[src/rtl/busca_instrucao.sv]
// Instruction-fetch stage: owns the PC, fetches one word per req/ack handshake,
// holds it (with decoded opcode/f3/f7) until the downstream stage accepts it,
// then picks the next PC from the branch/jump resolution presented on accept.
module busca_instrucao #(
    parameter int unsigned     XLEN     = 32,
    parameter logic [XLEN-1:0] RESET_PC = 32'h00000000,
    parameter logic [XLEN-1:0] NOP_WORD = 32'h00000013
) (
    input  logic            clk,
    input  logic            rst,
    output logic            imem_req,
    output logic [XLEN-1:0] imem_addr,
    input  logic            imem_ack,
    input  logic [XLEN-1:0] imem_data,
    input  logic            instr_ready,
    input  logic            PCSrc,
    input  logic [2:0]      Tipo_Branch,
    input  logic            zero,
    input  logic            neg,
    input  logic [XLEN-1:0] branch_target,
    output logic [XLEN-1:0] instr,
    output logic [6:0]      opcode,
    output logic [2:0]      f3,
    output logic [6:0]      f7,
    output logic [XLEN-1:0] pc,
    output logic [XLEN-1:0] pc_plus4,
    output logic            instr_valid,
    output logic [31:0]     instret
);

    typedef enum logic [1:0] {
        S_RESET = 2'd0,
        S_FETCH = 2'd1,
        S_ISSUE = 2'd2
    } state_t;

    localparam logic [XLEN-1:0] PC_STEP = XLEN'(4);

    state_t          state_q, state_d;
    logic [XLEN-1:0] pc_q, pc_d;
    logic [XLEN-1:0] instr_q, instr_d;
    logic            valid_q, valid_d;
    logic [31:0]     instret_q, instret_d;

    logic            decision;
    logic            take;
    logic [XLEN-1:0] target_aligned;
    logic [XLEN-1:0] seq_pc;

    // Target alignment always drops the two low bits, so they are never read.
    logic unused_target_bits;
    assign unused_target_bits = ^branch_target[1:0];

    assign seq_pc         = pc_q + PC_STEP;
    assign target_aligned = {branch_target[XLEN-1:2], 2'b00};

    // Branch condition by branch type; 0 and 7 never redirect.
    always_comb begin
        decision = 1'b0;
        case (Tipo_Branch)
            3'd1:    decision = zero;
            3'd2:    decision = ~zero;
            3'd3:    decision = neg;
            3'd4:    decision = ~neg;
            3'd5:    decision = neg;
            3'd6:    decision = 1'b1;
            default: decision = 1'b0;
        endcase
    end

    // PCSrc gates the decision so non-branch ops that alias a branch type
    // (e.g. R-type with f3=0 -> type 1) cannot redirect.
    assign take = PCSrc & decision;

    // Next-state logic: fetch until ack, then hold until accepted.
    always_comb begin
        state_d   = state_q;
        pc_d      = pc_q;
        instr_d   = instr_q;
        valid_d   = valid_q;
        instret_d = instret_q;
        case (state_q)
            S_RESET: begin
                state_d = S_FETCH;
            end
            S_FETCH: begin
                if (imem_ack) begin
                    instr_d = imem_data;
                    valid_d = 1'b1;
                    state_d = S_ISSUE;
                end
            end
            S_ISSUE: begin
                if (instr_ready) begin
                    pc_d      = take ? target_aligned : seq_pc;
                    instret_d = instret_q + 32'd1;
                    instr_d   = NOP_WORD;
                    valid_d   = 1'b0;
                    state_d   = S_FETCH;
                end
            end
            default: begin
                state_d = S_RESET;
            end
        endcase
    end

    // State registers with synchronous reset; reset wins over any pending ack.
    always_ff @(posedge clk) begin
        if (rst) begin
            state_q   <= S_RESET;
            pc_q      <= RESET_PC;
            instr_q   <= NOP_WORD;
            valid_q   <= 1'b0;
            instret_q <= 32'd0;
        end else begin
            state_q   <= state_d;
            pc_q      <= pc_d;
            instr_q   <= instr_d;
            valid_q   <= valid_d;
            instret_q <= instret_d;
        end
    end

    assign imem_req    = (state_q == S_FETCH);
    assign imem_addr   = pc_q;
    assign instr       = instr_q;
    assign opcode      = instr_q[6:0];
    assign f3          = instr_q[14:12];
    assign f7          = instr_q[31:25];
    assign pc          = pc_q;
    assign pc_plus4    = seq_pc;
    assign instr_valid = valid_q;
    assign instret     = instret_q;

endmodule

[config.mk]
export PLATFORM = sky130hd
export DESIGN_NAME = busca_instrucao
export DESIGN_NICKNAME = d
export VERILOG_FILES = /design/src/rtl/busca_instrucao.sv
export SDC_FILE = /design/constraint.sdc
export NUM_CORES = 1
export LEC_CHECK = 0
export CORE_ASPECT_RATIO = 0.8
export CORE_MARGIN = 2
export CORE_UTILIZATION = 25
export DETAILED_ROUTE_END_ITERATION = 6
export PLACE_DENSITY = 0.51
export SKIP_CTS_REPAIR_TIMING = 1
export SLEW_MARGIN = 25
export SYNTH_ARGS = -nofsm -noshare
export SYNTH_HDL_FRONTEND = slang
export SYNTH_SLANG_ARGS = --single-unit
[constraint.sdc]
create_clock -name clk -period 3.01 [get_ports clk]
set_input_delay 0.602 -clock clk [delete_from_list [all_inputs] [get_ports clk]]
set_output_delay 0.602 -clock clk [all_outputs]
set_load 0.01 [all_outputs]
==> impl_metrics.csv, run 1 <==
group,metric,value,unit
finish,drive_above_1_share,13.6,%
clock_tree,cts_root_buf,"clkbuf_16",
logic_synthesis,synth_edf_count,0,
worst_setup_path,cp.required,2.41,ns
worst_setup_path,crit_type,"register to output pin",
place,globalplace.congestion,0.841,
run_status,run_status,"finished, final reports clean",
logic_synthesis,synth_cells,672,
timing,post-route-period-util,94.0,%
finish,antenna_cells,0,
grt,grt_overflow,0,
logic_synthesis,netlist.area_leader.share,35.0,%
timing,slew_headroom,51.6,%
clock_tree,cts_tree,"yes",
timing,finalSetupTns,0,ns
clock_tree,clk_pin_slew,0.07,ns
clock_tree,numCtsBuffers,9,
flow_run,max_cap_viol_count,0,
power,power_density,339,mW/mm²
power,p_leak,3.28,nW
worst_setup_path,r2r_slack,0.82,ns
grt,grt_max_degree,65,
place,dp_hpwl,14800,µm
logic_synthesis,synth.cell_area,0.00555,mm²
finish,area_delta_synth_final,55.2,%
clock_tree,clockBufferDepth,2,
drt,drt-initial-drc-count,393,
logic_synthesis,synth.area.top_cells,"dfxtp_1, buf_4, xnor2_1",
worst_setup_path,cp_max_fo,4,
floorplan,core,0.0217,mm²
floorplan,initial_core_util,25.6,%
clock_tree,htreeDepth,3,
drt,viasPerCell,4.71,
clock_tree,cts_num_sinks,97,
place,port_buffers,244,
worst_setup_path,slowest_stage,"clkdlybuf4s50_1",
floorplan,die_area,0.0234,mm²
timing,maxSlewViolCount,0,
drt,ant_nets,0,
grt,grt_first_pass_wirelength,30200,µm
floorplan,die_y,137,µm
timing,finalSetupViolations,0,
logic_synthesis,syn_area_per_cell,8.26,µm²
logic_synthesis,synth.distinct_cells,59,
power,ir_drop,0.228,mV
timing,rsz0062_at_grt,"false",
grt,grt_pass1_vias,5166,
timing,finalHoldViolCount,0,
power,report.power.total,0.00293,W
drt,first_pass_iters,5,
floorplan,die_x,171,µm
clock_tree,clk_latency,0.35,ns
grt,track_usage,16.5,%
logic_synthesis,synth_top_area_cell,"dfxtp_1",
logic_synthesis,ys_seq_area_share,35.0,%
worst_setup_path,cpPeakStageDelay,0.55,ns
drt,wirelength,19700,µm
logic_synthesis,ys_ff_latch,97,
drt,vias,5636,
floorplan,io_pins,253,
logic_synthesis,ys_warn_count,0,
worst_setup_path,cp_common_cell,"buf_4",
logic_synthesis,ys_async_sr_fraction,0,%
logic_synthesis,ys.flop_type,"dfxtp_1",
finish,fin_nets,968,
worst_setup_path,worstPathArrival,2.23,ns
drt,drc,0,
timing,fmax,353,MHz
worst_setup_path,end_kind,"output pin",
floorplan,rows,48,
worst_hold_path,hold_path.class,"register to register",
timing,worstMarginPinSlew,0.727,ns
timing,skew,0.0105,ns
worst_setup_path,crit_chain,"nand4_1, buf_4, nor4_2, buf_4, nand2_1, xnor2_1, clkdlybuf4s50_1",
drt,post_drt_wl_per_cell,16.4,µm
timing,hold_slack,0.469,ns
worst_setup_path,start_kind,"register",
grt,antenna_found_initial,0,
timing,min_period,2.83,ns
state kept, by name (all words and copies together), names as in the netlist:
signal and flops:
instr 32, instret 32, imem_addr 30, state_q 2, instr_valid 1
per-layer routing:
layer	global-route usage, %	wire (µm)	up-vias
li1	-	-	2755
met1	25.3	10000	2694
met2	23.5	8420	179
met3	3.65	1120	8
met4	2.85	144	0
met5	0	0	-
cell usage after synthesis (8+ instances only):
master / count
o21ai_0: 8
o32ai_1: 14
xor2_1: 9
mux2i_1: 15
nand2_1: 36
a22oi_1: 29
buf_4: 58
nand4_1: 21
nor3_1: 16
nor4_1: 17
and3_1: 8
buf_2: 11
clkbuf_1: 20
inv_1: 27
xnor2_1: 49
nand3_1: 38
nor2_1: 86
dfxtp_1: 97
a21oi_1: 19
kinds of logic (layout without fill, tap and decap cells):
group                    Yosys count  count (layout)  synth area share [%]
flip-flops                        97              97                  35.0
XOR/XNOR                          58              58                  9.15
buffers and inverters            130             350                  13.7
AO/OA/AOI/OAI                     99              99                  12.8
adder cells (fa/ha/maj)            3               3                 0.631
other                              1               6                0.0675
multiplexers                      17              17                  3.11
AND/OR/NAND/NOR                  267             267                  25.6
layout by cell type (no fill, tap or decap), drive strengths merged, types with 4 or more instances in the layout:
cell type | synthesis | layout
and4 | 8 | 8
nand2 | 36 | 36
nand3 | 39 | 39
conb | 1 | 6
a31oi | 7 | 7
a21oi | 19 | 19
dfxtp | 97 | 97
xnor2 | 49 | 49
nand4 | 23 | 23
a2bb2oi | 4 | 4
inv | 27 | 30
clkbuf | 22 | 9
and3 | 8 | 8
a22oi | 29 | 29
mux2i | 15 | 15
nor4 | 23 | 23
dlymetal6s2s | 0 | 13
o22ai | 4 | 4
o32ai | 14 | 14
or2 | 5 | 5
nor3 | 17 | 17
buf | 81 | 64
o21ai | 8 | 8
xor2 | 9 | 9
nor2 | 86 | 86
clkdlybuf4s50 | 0 | 230
stage by stage:
stage	std cells	worst slack, ns	utilization [%]	area [µm²]
final	1197	0.181	39.8	8620
after global placement	1178	0.207	37.8	8200
after CTS	1194	-0.210	39.2	8490
after floorplan	677	0.628	-	5570
after detailed placement	1178	0.185	37.8	8200
after global routing	1197	0.0390	39.8	8620
critical path: cells and delay by family (launching register included):
kind	cells	cell delay, ns
xor+xnor	1	0.14
simple gates	3	0.45
buf+inv	3	0.89
flops	1	0.39
final cells by class:
cell class,instances,area (µm²)
fill,2221,13100
timing repair buffer,307,2960
multi-input combinational,450,2950
sequential,97,1950
tap,300,375
clock buffer,9,225
inverter,27,101
clock inverter,7,61.3
final timing paths:
check,startpoint,endpoint,depth (start not counted)
hold reg to reg,instr_valid,instr_valid,2
setup / recovery,imem_addr[8],pc_plus4[25],7
hold / removal,instr_valid,instr_valid,2
setup reg to reg,instret[3],instret[31],5
where the power goes:
group | switching, W | internal [W] | total [W]
logic | 0.000199 | 0.000245 | 0.000444
clock network | 0.000565 | 0.000578 | 0.00114
registers | 0.0000262 | 0.00131 | 0.00134
Note: power is estimated with default switching activity, not from simulation.
==> run 2, diff against run 1 <==
- ABC_AREA: default -> 1
- PLACE_DENSITY: 0.51 -> 0.5
- TNS_END_PERCENT: default -> 50
==> run 2 against run 1 <==
  * Highest routed layer unchanged
  * Wire length is 7.7% higher
  * Critical endpoint is now pc_plus4[19]
  * Synthesized cell count is 38% higher
  * First-iteration DRC count is 5.6% higher
  * Cell area is 0.20% higher
  * Flip-flop and latch count stayed put
  * Largest cell class is now multi-input gates
==> impl_metrics.csv, run 2 <==
group,metric,value,unit
logic_synthesis,synth_top_area_cell,"dfxtp_1",
grt,track_usage,17.1,%
finish,layout_commonest_cell,"nand2_1",
timing,finalSetupViolations,0,
power,power_density,342,mW/mm²
place,globalplace.congestion,0.870,
worst_setup_path,cp_max_fo,8,
grt,grt_max_degree,67,
worst_setup_path,crit_chain,"nand2_2, nor2_4, nand2_2, nor2_4, a21o_1, and2_1, clkdlybuf4s50_1",
place,place_area,0.00830,mm²
worst_setup_path,cp.required,2.41,ns
timing,finalHoldViolCount,0,
logic_synthesis,netlist.area_leader.share,33.2,%
flow_run,max_cap_viol_count,0,
worst_hold_path,hold_path.class,"register to register",
worst_setup_path,end_kind,"output pin",
grt,grt_pass1_vias,6050,
worst_setup_path,crit_type,"register to output pin",
drt,first_pass_iters,5,
logic_synthesis,synth_cells,927,
drt,viasPerCell,4.46,
drt,post_drt_wl_per_cell,14.8,µm
floorplan,io_pins,253,
finish,drive_above_1_share,6.42,%
finish,antenna_cells,0,
worst_setup_path,crit_family,"simple AND/OR/NAND/NOR gates",
logic_synthesis,synth.cell_area,0.00584,mm²
finish,final_cells,1434,
timing,maxSlewViolCount,0,
finish,fin_nets,1194,
worst_setup_path,worstPathArrival,2.25,ns
drt,wirelength,21200,µm
logic_synthesis,synth.most_common_cell,"nand2_1",
grt,grt_overflow,0,
clock_tree,cts_root_buf,"clkbuf_16",
clock_tree,htreeDepth,3,
logic_synthesis,synth.distinct_cells,34,
grt,grt_first_pass_wirelength,33400,µm
floorplan,die_area,0.0246,mm²
clock_tree,clockBufferDepth,2,
worst_setup_path,critPathBufInv,1,
logic_synthesis,ys.flop_type,"dfxtp_1",
floorplan,die_y,141,µm
clock_tree,cts_num_sinks,97,
finish,mostFrequentLayoutCells,"nand2_1, clkdlybuf4s50_1, nand3_1",
timing,worstMarginPinSlew,0.808,ns
logic_synthesis,synthXorXnorAreaFrac,2.68,%
logic_synthesis,ys_ff_latch,97,
place,dp_hpwl,15700,µm
floorplan,rows,50,
logic_synthesis,synth_fa_ha_area_share,0.428,%
timing,fmax,351,MHz
logic_synthesis,ys_warn_count,0,
logic_synthesis,synth_edf_count,0,
finish,area_delta_synth_final,47.9,%
clock_tree,numCtsBuffers,9,
logic_synthesis,ys_seq_area_share,33.2,%
logic_synthesis,synth_compound_area_share,10.6,%
worst_setup_path,start_kind,"register",
power,p_leak,3.27,nW
logic_synthesis,synth.area.top_cells,"dfxtp_1, nand2_1, nand3_1",
logic_synthesis,syn_area_per_cell,6.30,µm²
power,report.power.total,0.00296,W
finish,fin_util,37.3,%
drt,drt-initial-drc-count,415,
worst_setup_path,cpPeakStageDelay,0.55,ns
power,ir_drop,0.283,mV
drt,drc,0,
logic_synthesis,synthTopCellsByCount,"nand2_1, nand3_1, dfxtp_1, inv_1, nor2_1",
timing,finalSetupTns,0,ns
run_status,run_status,"finished, final reports clean",
logic_synthesis,synthMuxAreaShare,0,%
place,placed_cells_incl_taps,1419,
timing,slew_headroom,46.1,%
timing,min_period,2.85,ns
grt,antenna_found_initial,0,
floorplan,initial_core_util,25.2,%
logic_synthesis,ys_async_sr_fraction,0,%
worst_setup_path,slowest_stage,"clkdlybuf4s50_1",
timing,post-route-period-util,94.8,%
drt,ant_nets,0,
clock_tree,clk_pin_slew,0.07,ns
floorplan,core,0.0231,mm²
finish,final_area,0.00864,mm²
floorplan,die_x,175,µm
timing,skew,0.0135,ns
clock_tree,cts_tree,"yes",
place,port_buffers,244,
clock_tree,clk_latency,0.36,ns
drt,vias,6392,
logic_synthesis,synth-simple-area-share,37.4,%
logic_synthesis,synth_top_family_by_area,"simple AND/OR/NAND/NOR gates",
==> run 2: cell types whose count changed after synthesis, sizes merged, moves of 22 or more <==
| cell | previous run | this run |
|---|---|---|
| a22oi | 29 | 0 |
| inv | 27 | 99 |
| nand2 | 36 | 254 |
| nor2 | 86 | 109 |
| nor4 | 23 | 1 |
| nand3 | 39 | 126 |
| a21oi | 19 | 78 |
| xnor2 | 49 | 3 |
==> run 2: worst paths after layout <==
path / end / slack, ns / start / cells past startpoint
setup / recovery: pc_plus4[19] / 0.16 / imem_addr[4] / 7
hold / removal: instr_valid / 0.46 / instr_valid / 2
setup reg to reg: instret[29] / 1.27 / instret[2] / 7
hold reg to reg: instr_valid / 0.46 / instr_valid / 2
==> run 2: power by group <==
part	switching, W	total [W]	internal (W)
Combinational	0.000215	0.000451	0.000236
Clock	0.000580	0.00116	0.000578
Sequential	0.0000317	0.00135	0.00131
Total	0.000827	0.00296	0.00213
==> run 2: layer usage <==
layer | vias up | track usage (%) | routed length (µm)
met4 | 0 | 2.11 | 94
met5 | - | 0 | 0
met3 | 11 | 5.04 | 1450
li1 | 3281 | - | -
met2 | 201 | 28.4 | 9710
met1 | 2899 | 22.6 | 9940
==> run 2: kinds of logic (layout without fill, tap and decap cells) <==
family,after synthesis,in the layout
adders and majority gates,2,2
DFF,97,97
xor gates and xnor gates,17,17
AOI/OAI and AO/OA,116,116
and+or+nand+nor,507,507
other,1,6
buffers and inverters,187,377
==> run 2: metrics by stage <==
stage          worst slack (ns)  hold slack [ns]
6_report                  0.157            0.464
5_1_grt                -0.00938            0.484
2_1_floorplan             0.994            0.486
3_3_place_gp              0.295            0.449
3_5_place_dp              0.255            0.457
4_1_cts                  -0.133            0.469
==> run 2: final cells by class <==
cell class	count	area [µm²]
fillers	2503	14500
clock buffers	9	225
inverters	99	372
flip-flops and latches	97	1950
multi-input cells	648	3040
clock inverters	6	60.1
repair buffers	263	2600
well taps	312	390
==> run 2: worst register-to-register path, stage by stage, from the launching register on <==
cell     delay, ns
dfxtp_1       0.42
nand3_1       0.20
nor2_4        0.25
nand2_1       0.13
nor2_1        0.26
nand3_1       0.16
o21ai_0       0.17
nor2_1        0.06
==> run 3, diff against run 2 <==
- CAP_MARGIN: default -> 5
- SKIP_LAST_GASP: default -> 1
==> run 3 against run 2 <==
  * Setup slack worse by 0.065 ns
  * Clock power about the same
  * Largest cell class unchanged
  * Total power about the same
  * Critical path depth down 1
  * Cell area down 0.25%
==> impl_metrics.csv, run 3 (same netlist as run 2, synthesis figures left out) <==
group,metric,value,unit
run_status,run_status,"finished, final reports clean",
drt,post_drt_wl_per_cell,14.8,µm
floorplan,die_y,141,µm
drt,drt-initial-drc-count,381,
power,report.power.total,0.00296,W
worst_hold_path,min_from,"instr_valid",
power,power_density,343,mW/mm²
drt,vias,6391,
clock_tree,clockBufferDepth,2,
worst_setup_path,cp_common_cell,"nand2_1",
worst_setup_path,start_kind,"register",
clock_tree,clk_pin_slew,0.07,ns
drt,ant_nets,0,
power,intPower,0.00213,W
worst_setup_path,worstPathArrival,2.32,ns
clock_tree,numCtsBuffers,9,
power,p_comb_share,15.2,%
worst_hold_path,min_path_cells,2,
timing,worstMarginPinSlew,0.806,ns
timing,min_period,2.92,ns
timing,finalHoldViolCount,0,
power,ir_drop,0.283,mV
power,p_leak,3.25,nW
floorplan,io_pins,253,
timing,finalSetupTns,0,ns
worst_setup_path,rr_worst_depth,7,
floorplan,die_x,175,µm
drt,first_pass_iters,4,
worst_setup_path,cpPeakStageDelay,0.58,ns
worst_setup_path,end_kind,"output pin",
finish,mostFrequentLayoutCells,"nand2_1, clkdlybuf4s50_1, nand3_1",
finish,area_delta_synth_final,47.5,%
worst_setup_path,r2r_slack,1.27,ns
worst_setup_path,crit_chain,"nand2_1, nor2_1, nand2_1, nor2_2, xor2_1, clkdlybuf4s50_1",
finish,final_area,0.00862,mm²
worst_setup_path,reg2reg_from,"instret[2]",
clock_tree,htreeDepth,3,
clock_tree,clk_latency,0.36,ns
finish,antenna_cells,0,
worst_setup_path,cp.required,2.41,ns
floorplan,initial_core_util,25.2,%
power,pwr-share-seq,45.5,%
grt,grt_first_pass_wirelength,33400,µm
finish,layout_commonest_cell,"nand2_1",
grt,grt_max_degree,67,
timing,slew_headroom,46.2,%
flow_run,max_cap_viol_count,0,
drt,viasPerCell,4.46,
floorplan,core,0.0231,mm²
drt,wirelength,21200,µm
worst_hold_path,holdPathEnd,"instr_valid",
finish,fin_nets,1194,
clock_tree,cts_tree,"yes",
power,swShare,28.0,%
floorplan,rows,50,
place,place_area,0.00830,mm²
timing,rsz0062_at_grt,"true",
timing,setup_slack,0.0918,ns
place,place_ws,0.255,ns
place,dp_hpwl,15700,µm
clock_tree,cts_num_sinks,97,
grt,track_usage,17.1,%
worst_setup_path,slowest_stage,"clkdlybuf4s50_1",
timing,skew,0.0127,ns
timing,finalSetupViolations,0,
timing,post-route-period-util,97.0,%
power,pwr-share-clk,39.2,%
place,port_buffers,244,
place,globalplace.congestion,0.870,
timing,maxSlewViolCount,0,
worst_setup_path,crit_type,"register to output pin",
worst_setup_path,timing.rr.end,"instret[29]",
finish,drive_above_1_share,5.97,%
timing,fmax,343,MHz
grt,grt_pass1_vias,6050,
floorplan,die_area,0.0246,mm²
worst_hold_path,hold_path.class,"register to register",
grt,antenna_found_initial,0,
drt,drc,0,
clock_tree,cts_root_buf,"clkbuf_16",
grt,grt_overflow,0,
power,p_sw,0.000828,W
worst_setup_path,cp_max_fo,5,
[run 3: cell count changes in the layout (fill, tap and decap cells not counted), sizes merged]
cell | previous run | this run
dlymetal6s2s | 2 | 1
clkdlybuf4s50 | 241 | 242
[run 3: metrics by stage]
stage                     util (%)  instances  hold WS (ns)
after floorplan                  -        932         0.486
after detailed placement      35.9       1419         0.457
after CTS                     37.1       1434         0.469
final                         37.2       1434         0.463
after global routing          37.2       1434         0.484
after global placement        35.9       1419         0.449
[run 3: worst max path at each step]
stage / from / end / slack [ns] / cells after the start
2_1_floorplan: imem_addr[3] / pc_plus4[12] / 0.99 / 6
5_1_grt: imem_addr[11] / pc_plus4[31] / -0.06 / 8
3_5_place_dp: imem_addr[2] / pc_plus4[12] / 0.26 / 7
3_3_place_gp: imem_addr[2] / pc_plus4[12] / 0.30 / 7
4_1_cts: imem_addr[2] / pc_plus4[12] / -0.13 / 7
6_report: imem_addr[10] / pc_plus4[14] / 0.09 / 6
[run 3: routing by layer]
metal	share of wire, %	vias to the layer above	global-route usage (%)
li1	-	3282	-
met1	47	2905	22.6
met2	46	193	28.4
met3	6.7	11	5.04
met4	0.44	0	2.11
met5	0	-	0
[run 3: worst max-delay path: cells and delay by family, from the launching register on]
family / cells / cell delay [ns]
simple gates: 4 / 0.71
buf+inv: 1 / 0.58
flops: 1 / 0.45
xor+xnor: 1 / 0.22
[run 3: cell type report]
| cell class | count | area (µm²) |
|---|---|---|
| Clock buffer | 9 | 225 |
| Clock inverter | 6 | 60.1 |
| Fill cell | 2504 | 14500 |
| Inverter | 99 | 372 |
| Multi-Input combinational cell | 648 | 3030 |
| Sequential cell | 97 | 1950 |
| Tap cell | 312 | 390 |
| Timing Repair Buffer | 263 | 2590 |
[run 3: power by group through the flow]
stage                     logic [W]  clock network, W  registers [W]
final                      0.000450           0.00116        0.00135
after global routing       0.000494           0.00126        0.00135
after CTS                  0.000459           0.00122        0.00135
after detailed placement   0.000456                 0        0.00138
after global placement     0.000457                 0        0.00138
after floorplan            0.000204                 0        0.00138
